==> config.mk <==
export PLATFORM = sky130hd
export DESIGN_NAME = rom_arbiter
export DESIGN_NICKNAME = d
export VERILOG_FILES = /design/src/rtl/rom_arbiter.sv
export SDC_FILE = /design/constraint.sdc
export NUM_CORES = 1
export LEC_CHECK = 0
export CORE_ASPECT_RATIO = 1.2
export CORE_MARGIN = 2
export CORE_UTILIZATION = 46
export DETAILED_ROUTE_END_ITERATION = 8
export PLACE_DENSITY = 0.92
export SETUP_SLACK_MARGIN = 0.3
export SLEW_MARGIN = 10
export SYNTH_ARGS = -nofsm -noshare
export SYNTH_HDL_FRONTEND = slang
export SYNTH_SLANG_ARGS = --single-unit
==> constraint.sdc <==
create_clock -name mclk -period 5.44 [get_ports mclk]
set_input_delay 0.544 -clock mclk [delete_from_list [all_inputs] [get_ports mclk]]
set_output_delay 0.544 -clock mclk [all_outputs]
set_load 0.03 [all_outputs]
==> src/rtl/rom_arbiter.sv <==
// Two-requester round-robin arbiter in front of a single-port ROM with a one-cycle read latency.
// Out-of-range or misaligned addresses complete with err set and never reach the ROM.
module rom_arbiter #(
  parameter int unsigned SIZE = 64000
) (
  input  logic        mclk,
  input  logic        reset_n,
  input  logic [1:0]  req,
  input  logic [31:0] addr0,
  input  logic [31:0] addr1,
  output logic [1:0]  done,
  output logic [31:0] rdata,
  output logic        err,
  output logic        busy,
  output logic        rom_enable,
  output logic [31:0] rom_address,
  input  logic [31:0] rom_data
);

  localparam logic [31:0] MaxAddr = 32'(SIZE - 4);

  typedef enum logic [1:0] {StIdle, StIssue, StWait, StResp} state_e;

  state_e      state_q, state_d;
  logic        owner_q, owner_d;
  logic        last_q, last_d;
  logic [1:0]  done_q, done_d;
  logic [31:0] rdata_q, rdata_d;
  logic        err_q, err_d;
  logic        busy_q, busy_d;
  logic        rom_enable_q, rom_enable_d;
  logic [31:0] rom_address_q, rom_address_d;

  logic        winner;
  logic [31:0] sel_addr;
  logic        sel_valid;

  // On a tie, grant whoever was not served last.
  always_comb begin
    winner = 1'b0;
    case (req)
      2'b01:   winner = 1'b0;
      2'b10:   winner = 1'b1;
      2'b11:   winner = ~last_q;
      default: winner = 1'b0;
    endcase
  end

  assign sel_addr  = winner ? addr1 : addr0;
  assign sel_valid = (sel_addr[1:0] == 2'b00) && (sel_addr <= MaxAddr);

  always_comb begin
    state_d       = state_q;
    owner_d       = owner_q;
    last_d        = last_q;
    done_d        = done_q;
    rdata_d       = rdata_q;
    err_d         = err_q;
    rom_enable_d  = 1'b0;
    rom_address_d = rom_address_q;

    unique case (state_q)
      StIdle: begin
        if (req != 2'b00) begin
          owner_d = winner;
          if (sel_valid) begin
            state_d       = StIssue;
            rom_enable_d  = 1'b1;
            rom_address_d = sel_addr;
          end else begin
            state_d = StResp;
            done_d  = winner ? 2'b10 : 2'b01;
            rdata_d = 32'h0;
            err_d   = 1'b1;
          end
        end
      end
      StIssue: begin
        state_d = StWait;
      end
      StWait: begin
        // ROM registered its word on the edge that closed StIssue.
        state_d = StResp;
        rdata_d = rom_data;
        err_d   = 1'b0;
        done_d  = owner_q ? 2'b10 : 2'b01;
      end
      StResp: begin
        state_d = StIdle;
        done_d  = 2'b00;
        last_d  = owner_q;
      end
      default: begin
        state_d = StIdle;
      end
    endcase

    busy_d = (state_d != StIdle);
  end

  always_ff @(posedge mclk or negedge reset_n) begin
    if (!reset_n) begin
      state_q       <= StIdle;
      owner_q       <= 1'b0;
      last_q        <= 1'b1;
      done_q        <= 2'b00;
      rdata_q       <= 32'h0;
      err_q         <= 1'b0;
      busy_q        <= 1'b0;
      rom_enable_q  <= 1'b0;
      rom_address_q <= 32'h0;
    end else begin
      state_q       <= state_d;
      owner_q       <= owner_d;
      last_q        <= last_d;
      done_q        <= done_d;
      rdata_q       <= rdata_d;
      err_q         <= err_d;
      busy_q        <= busy_d;
      rom_enable_q  <= rom_enable_d;
      rom_address_q <= rom_address_d;
    end
  end

  assign done        = done_q;
  assign rdata       = rdata_q;
  assign err         = err_q;
  assign busy        = busy_q;
  assign rom_enable  = rom_enable_q;
  assign rom_address = rom_address_q;

endmodule
==> results.json, run 1 <==
{
  "logic_depth_of_the_worst_register_to_register_path": 5,
  "power.share.combinational_pct": 50.8,
  "yosys_warnings": 0,
  "worst_slack_placed_ns": 1.498,
  "synth-seq-cells": 73,
  "postCtsHoldBufs": 0,
  "number_of_h_tree_levels": 3,
  "detail_route.vias_per_cell": 6.029,
  "tightestPinTransition_ns": 1.131,
  "final.setup.tns_ns": 0,
  "post_synthesis_sequential_area_ratio_pct": 47.90,
  "highest-signal-layer": "met4",
  "coreArea_um2": 8108,
  "num-fill-cells": 572,
  "track_usage_pct": 26.42,
  "cp-end-kind": "register",
  "wl_met3_um": 996,
  "status": "finished clean",
  "worst_ir_drop_vdd_uv": 213.3,
  "clk_pin_slew_ns": 0.09,
  "netlist_top_cells_area": "sky130_fd_sc_hd__dfrtp_1, sky130_fd_sc_hd__a22oi_1, sky130_fd_sc_hd__o211ai_1, sky130_fd_sc_hd__mux2_2, sky130_fd_sc_hd__and3_1",
  "drt-total-wl_mm": 11.85,
  "critical_path_required_ns": 5.65,
  "cts_sinks": 73,
  "route.antenna.remaining_nets": 0,
  "mostFrequentLayoutCells": "sky130_fd_sc_hd__clkdlybuf4s50_1, sky130_fd_sc_hd__dfrtp_1, sky130_fd_sc_hd__nand2_1, sky130_fd_sc_hd__nand3_1",
  "detailedRoute.firstPassIterationCount": 5,
  "rows": 36,
  "initial_core_util_pct": 47.07,
  "post_drt_wl_per_cell_um": 18.78,
  "layout.cells.most_common": "sky130_fd_sc_hd__clkdlybuf4s50_1",
  "globalRouteOverflowTotal": 0,
  "routabilityCongestion": 0.8221,
  "synth_top_cell_by_area": "sky130_fd_sc_hd__dfrtp_1",
  "critPathKind": "in -> reg",
  "io_pins": 169,
  "antenna_found_initial": 0,
  "grt_max_degree": 74,
  "hp-class": "in -> async",
  "die-height_um": 103.8,
  "data_arrival_time_of_the_critical_path_ns": 3.78,
  "netlist.area_leader.share_pct": 47.21,
  "dp_hpwl_mm": 8.028,
  "numCtsBuffers": 9,
  "cp-start-kind": "input pin",
  "length_of_routed_wiring_on_met1_mm": 4.625,
  "power.switching_mw": 1.128,
  "critical_path.reg2reg.endpoint": "rom_address[3]",
  "timing.final.crit_share_pct": 65.52,
  "post_cts_setup_buffer_count": 0,
  "ff2ff_setup_slack_ns": 2.24,
  "crit_path_max_fanout": 36,
  "drc": 0,
  "p_sw_share_pct": 41.22,
  "synth.net_count": 486,
  "power_share_of_the_clock_group_pct": 18.8,
  "clock_tree_from_tritoncts": "yes",
  "post_synth.cell_area_avg_um2": 9.990,
  "portBuffers": 168,
  "first_global_vias": 3936,
  "grt_first_pass_wirelength_mm": 19.40,
  "postLayoutSetupSlackWorst_ns": 1.876,
  "r2r-start": "last_q",
  "synth.cell_area_um2": 3816,
  "layout-area-overhead-vs-synth_pct": 50.85,
  "power_density_nw_per_um2": 475.5,
  "route.met2.wl_mm": 5.946,
  "period_minus_slack_ns": 3.564,
  "fp.dieArea_um2": 9043,
  "post_synth_inst_count": 382,
  "p_leak_nw": 2.446,
  "final-hold-violation-count": 0,
  "setup_violating_endpoint_count_in_the_final_report": 0,
  "worst_clock_skew_ns": 0.009807,
  "routed-via-count": 3804,
  "finalMaxSlewViolations": 0,
  "design.final.nets": 635,
  "rsz0062_at_grt": "no",
  "drt_iter0_drc": 235,
  "drive_gt1_share_pct": 9.142,
  "clock_tree.root_cell": "sky130_fd_sc_hd__clkbuf_8",
  "cts_max_path_buffers": 2,
  "share_seq_of_total_power_pct": 30.4,
  "yosysUniqueCellTypes": 36,
  "intPower_mw": 1.609,
  "max_freq_mhz": 280.6,
  "die_x_um": 87.15,
  "count_of_maximum_capacitance_violations": 0,
  "antennaDiodeCount": 0,
  "timing.max_slew.rel_slack_pct": 24.19,
  "insertion_delay_ns": 0.33,
  "postCtsResizedCells": 0,
  "crit_path_start": "req[1]"
}
-- power by group through the flow --
stage	Sequential, mW	Clock, mW	Combinational, mW
final	0.832	0.515	1.39
after global placement	0.825	0	1.32
after floorplan	1.07	0	0.616
after global routing	0.848	0.548	1.50
after CTS	0.828	0.521	1.38
after detailed placement	0.835	0	1.37
-- synth_stat cells --
cell type,instances
sky130_fd_sc_hd__nor2b_1,19
sky130_fd_sc_hd__dfstp_2,1
sky130_fd_sc_hd__a311oi_1,2
sky130_fd_sc_hd__a31oi_1,1
sky130_fd_sc_hd__o311a_1,1
sky130_fd_sc_hd__nand4b_1,1
sky130_fd_sc_hd__a21boi_4,1
sky130_fd_sc_hd__nor3_1,2
sky130_fd_sc_hd__mux2_2,18
sky130_fd_sc_hd__a21oi_4,1
sky130_fd_sc_hd__nor4_1,8
sky130_fd_sc_hd__and3_1,32
sky130_fd_sc_hd__a311o_1,2
sky130_fd_sc_hd__nor2_1,12
sky130_fd_sc_hd__o22ai_1,2
sky130_fd_sc_hd__buf_1,2
sky130_fd_sc_hd__buf_2,5
sky130_fd_sc_hd__nand3_1,34
sky130_fd_sc_hd__nand4_1,1
sky130_fd_sc_hd__nand2_1,40
sky130_fd_sc_hd__o211ai_1,32
sky130_fd_sc_hd__a22oi_1,32
sky130_fd_sc_hd__dfrtp_1,72
sky130_fd_sc_hd__a41oi_1,1
sky130_fd_sc_hd__o22a_1,1
sky130_fd_sc_hd__o21ai_0,2
sky130_fd_sc_hd__clkbuf_1,25
sky130_fd_sc_hd__ha_1,4
sky130_fd_sc_hd__inv_1,4
sky130_fd_sc_hd__and4_1,2
sky130_fd_sc_hd__a21oi_1,3
sky130_fd_sc_hd__buf_6,2
sky130_fd_sc_hd__a221o_1,1
sky130_fd_sc_hd__mux2_1,11
sky130_fd_sc_hd__or2_2,3
sky130_fd_sc_hd__a221oi_1,2
-- state kept, by name, summed over array words and instances (netlist names) --
signal and count:
done 2, last_q 1, rdata 32, rom_enable 1, busy 1, err 1
state_q 2, owner_q 1, rom_address 32
-- routing by layer --
metal	vias to the layer above	track usage, %
met4	0	9.780
met5	-	0
met3	29	7.729
li1	1708	-
met1	1846	34.44
met2	221	41.44
-- logic make-up after synthesis --
| kind of cell | Yosys count | synth area share, % |
|---|---|---|
| DFF | 73 | 47.90 |
| adders and majority gates | 4 | 1.312 |
| muxes | 29 | 8.557 |
| AOI/OAI and AO/OA | 84 | 17.08 |
| buffers and inverters | 38 | 4.295 |
| and+or+nand+nor | 154 | 20.85 |
-- layout make-up --
type | count | area, um2 | share of cell area [%]
clock inverter | 6 | 115.1 | 2.000
sequential | 73 | 1828 | 31.75
tap | 95 | 118.9 | 2.065
timing repair buffer | 172 | 1709 | 29.69
clock buffer | 10 | 127.6 | 2.217
inverter | 4 | 15.01 | 0.2608
multi-input combinational | 271 | 1843 | 32.01
-- worst max-delay path by stage --
| stage | end | slack, ns |
|---|---|---|
| 6_report | rom_address[3] | 1.88 |
| 5_1_grt | rom_address[3] | 1.73 |
| 4_1_cts | rom_address[4] | 1.88 |
| 3_5_place_dp | rom_address[4] | 1.50 |
| 3_3_place_gp | rom_address[3] | 1.66 |
| 2_1_floorplan | rom_address[10] | 3.20 |
-- stage by stage --
stage          instances  hold WS, ns  power, mW  area [um2]  utilization [%]
6_report             631       0.3360      2.737        5757            71.00
4_1_cts              631       0.3636      2.733        5749            70.91
3_5_place_dp         615       0.4805      2.207        5507            67.92
2_1_floorplan        382       0.2484      1.690        3816                -
5_1_grt              631       0.3959      2.898        5757            71.00
3_3_place_gp         615       0.4687      2.147        5507            67.92
-- worst max-delay path: stages --
cell and delay (ns):
sky130_fd_sc_hd__clkdlybuf4s50_1 0.50, sky130_fd_sc_hd__a21boi_4 0.53, sky130_fd_sc_hd__nand4_1 0.23, sky130_fd_sc_hd__a311o_2 0.71, sky130_fd_sc_hd__a21oi_4 0.83, sky130_fd_sc_hd__mux2_2 0.42
No activity file was read; power rests on OpenSTA's default activity.
==> run 2, diff against run 1 <==
--- a/config.mk
+++ b/config.mk
@@ -7,9 +7,9 @@
 export LEC_CHECK = 0
 export CORE_ASPECT_RATIO = 1.2
 export CORE_MARGIN = 2
-export CORE_UTILIZATION = 46
+export CORE_UTILIZATION = 38
 export DETAILED_ROUTE_END_ITERATION = 8
-export PLACE_DENSITY = 0.92
+export PLACE_DENSITY = 0.82
 export SETUP_SLACK_MARGIN = 0.3
 export SLEW_MARGIN = 10
 export SYNTH_ARGS = -nofsm -noshare
==> constraint.sdc (replaced) <==
create_clock -name mclk -period 3.2 [get_ports mclk]
set_input_delay 0.32 -clock mclk [delete_from_list [all_inputs] [get_ports mclk]]
set_output_delay 0.32 -clock mclk [all_outputs]
set_load 0.03 [all_outputs]
==> results.json, run 2 (synthesis results as in run 1) <==
{
  "status": "finished clean",
  "timing.final.crit_share_pct": 76.64,
  "numCtsBuffers": 9,
  "setup_violating_endpoint_count_in_the_final_report": 0,
  "insertion_delay_ns": 0.33,
  "data_arrival_time_of_the_critical_path_ns": 2.64,
  "r2r-start": "state_q[0]",
  "worst_clock_skew_ns": 0.005311,
  "cts_max_path_buffers": 2,
  "fp.dieArea_um2": 10860,
  "globalRouteOverflowTotal": 0,
  "drt_iter0_drc": 228,
  "cp-end-kind": "register",
  "postCtsResizedCells": 0,
  "utilization_after_layout_pct": 59.90,
  "clock_tree_from_tritoncts": "yes",
  "initial_core_util_pct": 38.51,
  "rows": 40,
  "max_freq_mhz": 407.7,
  "worst_slack_placed_ns": 0.4268,
  "dp_hpwl_mm": 8.367,
  "critPathSlowestCell": "sky130_fd_sc_hd__nor3_2",
  "final.setup.tns_ns": 0,
  "layout-area-overhead-vs-synth_pct": 55.54,
  "route.antenna.remaining_nets": 0,
  "critical_path_required_ns": 3.39,
  "post_drt_wl_per_cell_um": 17.78,
  "die_x_um": 95.48,
  "clock_tree.root_cell": "sky130_fd_sc_hd__clkbuf_16",
  "period_minus_slack_ns": 2.453,
  "die-height_um": 113.8,
  "crit_path_max_fanout": 23,
  "design.final.nets": 643,
  "power_density_nw_per_um2": 825.1,
  "drt-total-wl_mm": 11.91,
  "cp_num_buf_inv": 2,
  "hp-class": "in -> async",
  "postLayoutSetupSlackWorst_ns": 0.7475,
  "p_leak_nw": 2.531,
  "clk_pin_slew_ns": 0.06,
  "place_area_um2": 5605,
  "post_cts_setup_buffer_count": 0,
  "layout.cells.most_common": "sky130_fd_sc_hd__clkdlybuf4s50_1",
  "routabilityCongestion": 0.7891,
  "grt_first_pass_wirelength_mm": 18.77,
  "worst_ir_drop_vdd_uv": 349.4,
  "drc": 0,
  "first_global_vias": 3788,
  "rsz0062_at_grt": "no",
  "crit_chain": "clkdlybuf4s50_1 > a21boi_4 > nand4b_1 > a311oi_1 > nor3_2 > buf_4 > o211ai_1",
  "antenna_found_initial": 0,
  "count_of_maximum_capacitance_violations": 0,
  "finalMaxSlewViolations": 0,
  "io_pins": 169,
  "cp-start-kind": "input pin",
  "postCtsHoldBufs": 0,
  "number_of_h_tree_levels": 3,
  "track_usage_pct": 21.88,
  "tightestPinTransition_ns": 0.9362,
  "portBuffers": 168,
  "timing.max_slew.rel_slack_pct": 37.59,
  "critPathKind": "in -> reg",
  "detailedRoute.firstPassIterationCount": 4,
  "cell_family_with_the_largest_share_of_critical_path_delay": "simple AND/OR/NAND/NOR gates",
  "grt_max_degree": 74,
  "coreArea_um2": 9910,
  "slowest_delay_ns": 0.75,
  "routed-via-count": 3826,
  "drive_gt1_share_pct": 10.48,
  "antennaDiodeCount": 0,
  "cts_sinks": 73,
  "detail_route.vias_per_cell": 5.710,
  "crit_path_start": "req[1]",
  "final-hold-violation-count": 0,
  "design_area_um2": 5936,
  "mostFrequentLayoutCells": "sky130_fd_sc_hd__clkdlybuf4s50_1, sky130_fd_sc_hd__dfrtp_1, sky130_fd_sc_hd__nand2_1, sky130_fd_sc_hd__nand3_1"
}
==> run 2: changes by cell type in the layout (fill, tap and decap cells not counted), moves of 2 or more <==
cell	before	now
sky130_fd_sc_hd__clkinv_4	1	3
sky130_fd_sc_hd__clkbuf_16	0	9
sky130_fd_sc_hd__buf_4	5	13
sky130_fd_sc_hd__clkbuf_8	9	1
==> run 2: report_power, final <==
| part | internal [mW] | leakage [nW] | switching [mW] | total [mW] |
|---|---|---|---|---|
| logic | 1.04 | 1.42 | 1.34 | 2.38 |
| registers | 1.20 | 0.944 | 0.225 | 1.42 |
| clock network | 0.706 | 0.163 | 0.393 | 1.10 |
==> run 2: per-layer routing <==
metal,track usage [%],vias up,wire length (um)
li1,-,1726,-
met1,28.81,1907,4923
met2,35.54,180,5932
met3,5.284,13,912
met4,7.048,0,146
met5,0,-,0
==> run 2: path summary, 6_finish.rpt <==
| kind | slack [ns] | depth (start not counted) | to |
|---|---|---|---|
| worst max-delay path | 0.75 | 7 | rdata[27] |
| worst min-delay path | 0.11 | 1 | rdata[26] |
| worst max register to register | 0.82 | 6 | rom_address[3] |
| worst min register to register | 0.49 | 1 | rom_address[5] |
| max in group asynchronous | 2.45 | 1 | rom_address[15] |
| min in group mclk | 0.49 | 1 | rom_address[5] |
==> run 2: per-stage QoR <==
| stage | instances | hold slack [ns] | power [mW] |
|---|---|---|---|
| 2_1_floorplan | 382 | 0.02441 | 2.873 |
| 3_3_place_gp | 654 | 0.4702 | 3.702 |
| 3_5_place_dp | 654 | 0.4740 | 3.802 |
| 4_1_cts | 670 | 0.1643 | 4.916 |
| 5_1_grt | 670 | 0.1956 | 5.180 |
| 6_report | 670 | 0.1062 | 4.897 |
==> run 2: final cells by class <==
class	count	area (um2)
Fill cell	811	3974
Multi-Input combinational cell	271	1836
Sequential cell	73	1828
Timing Repair Buffer	180	1769
Clock buffer	10	239.0
Tap cell	126	157.7
Clock inverter	6	91.34
Inverter	4	15.01
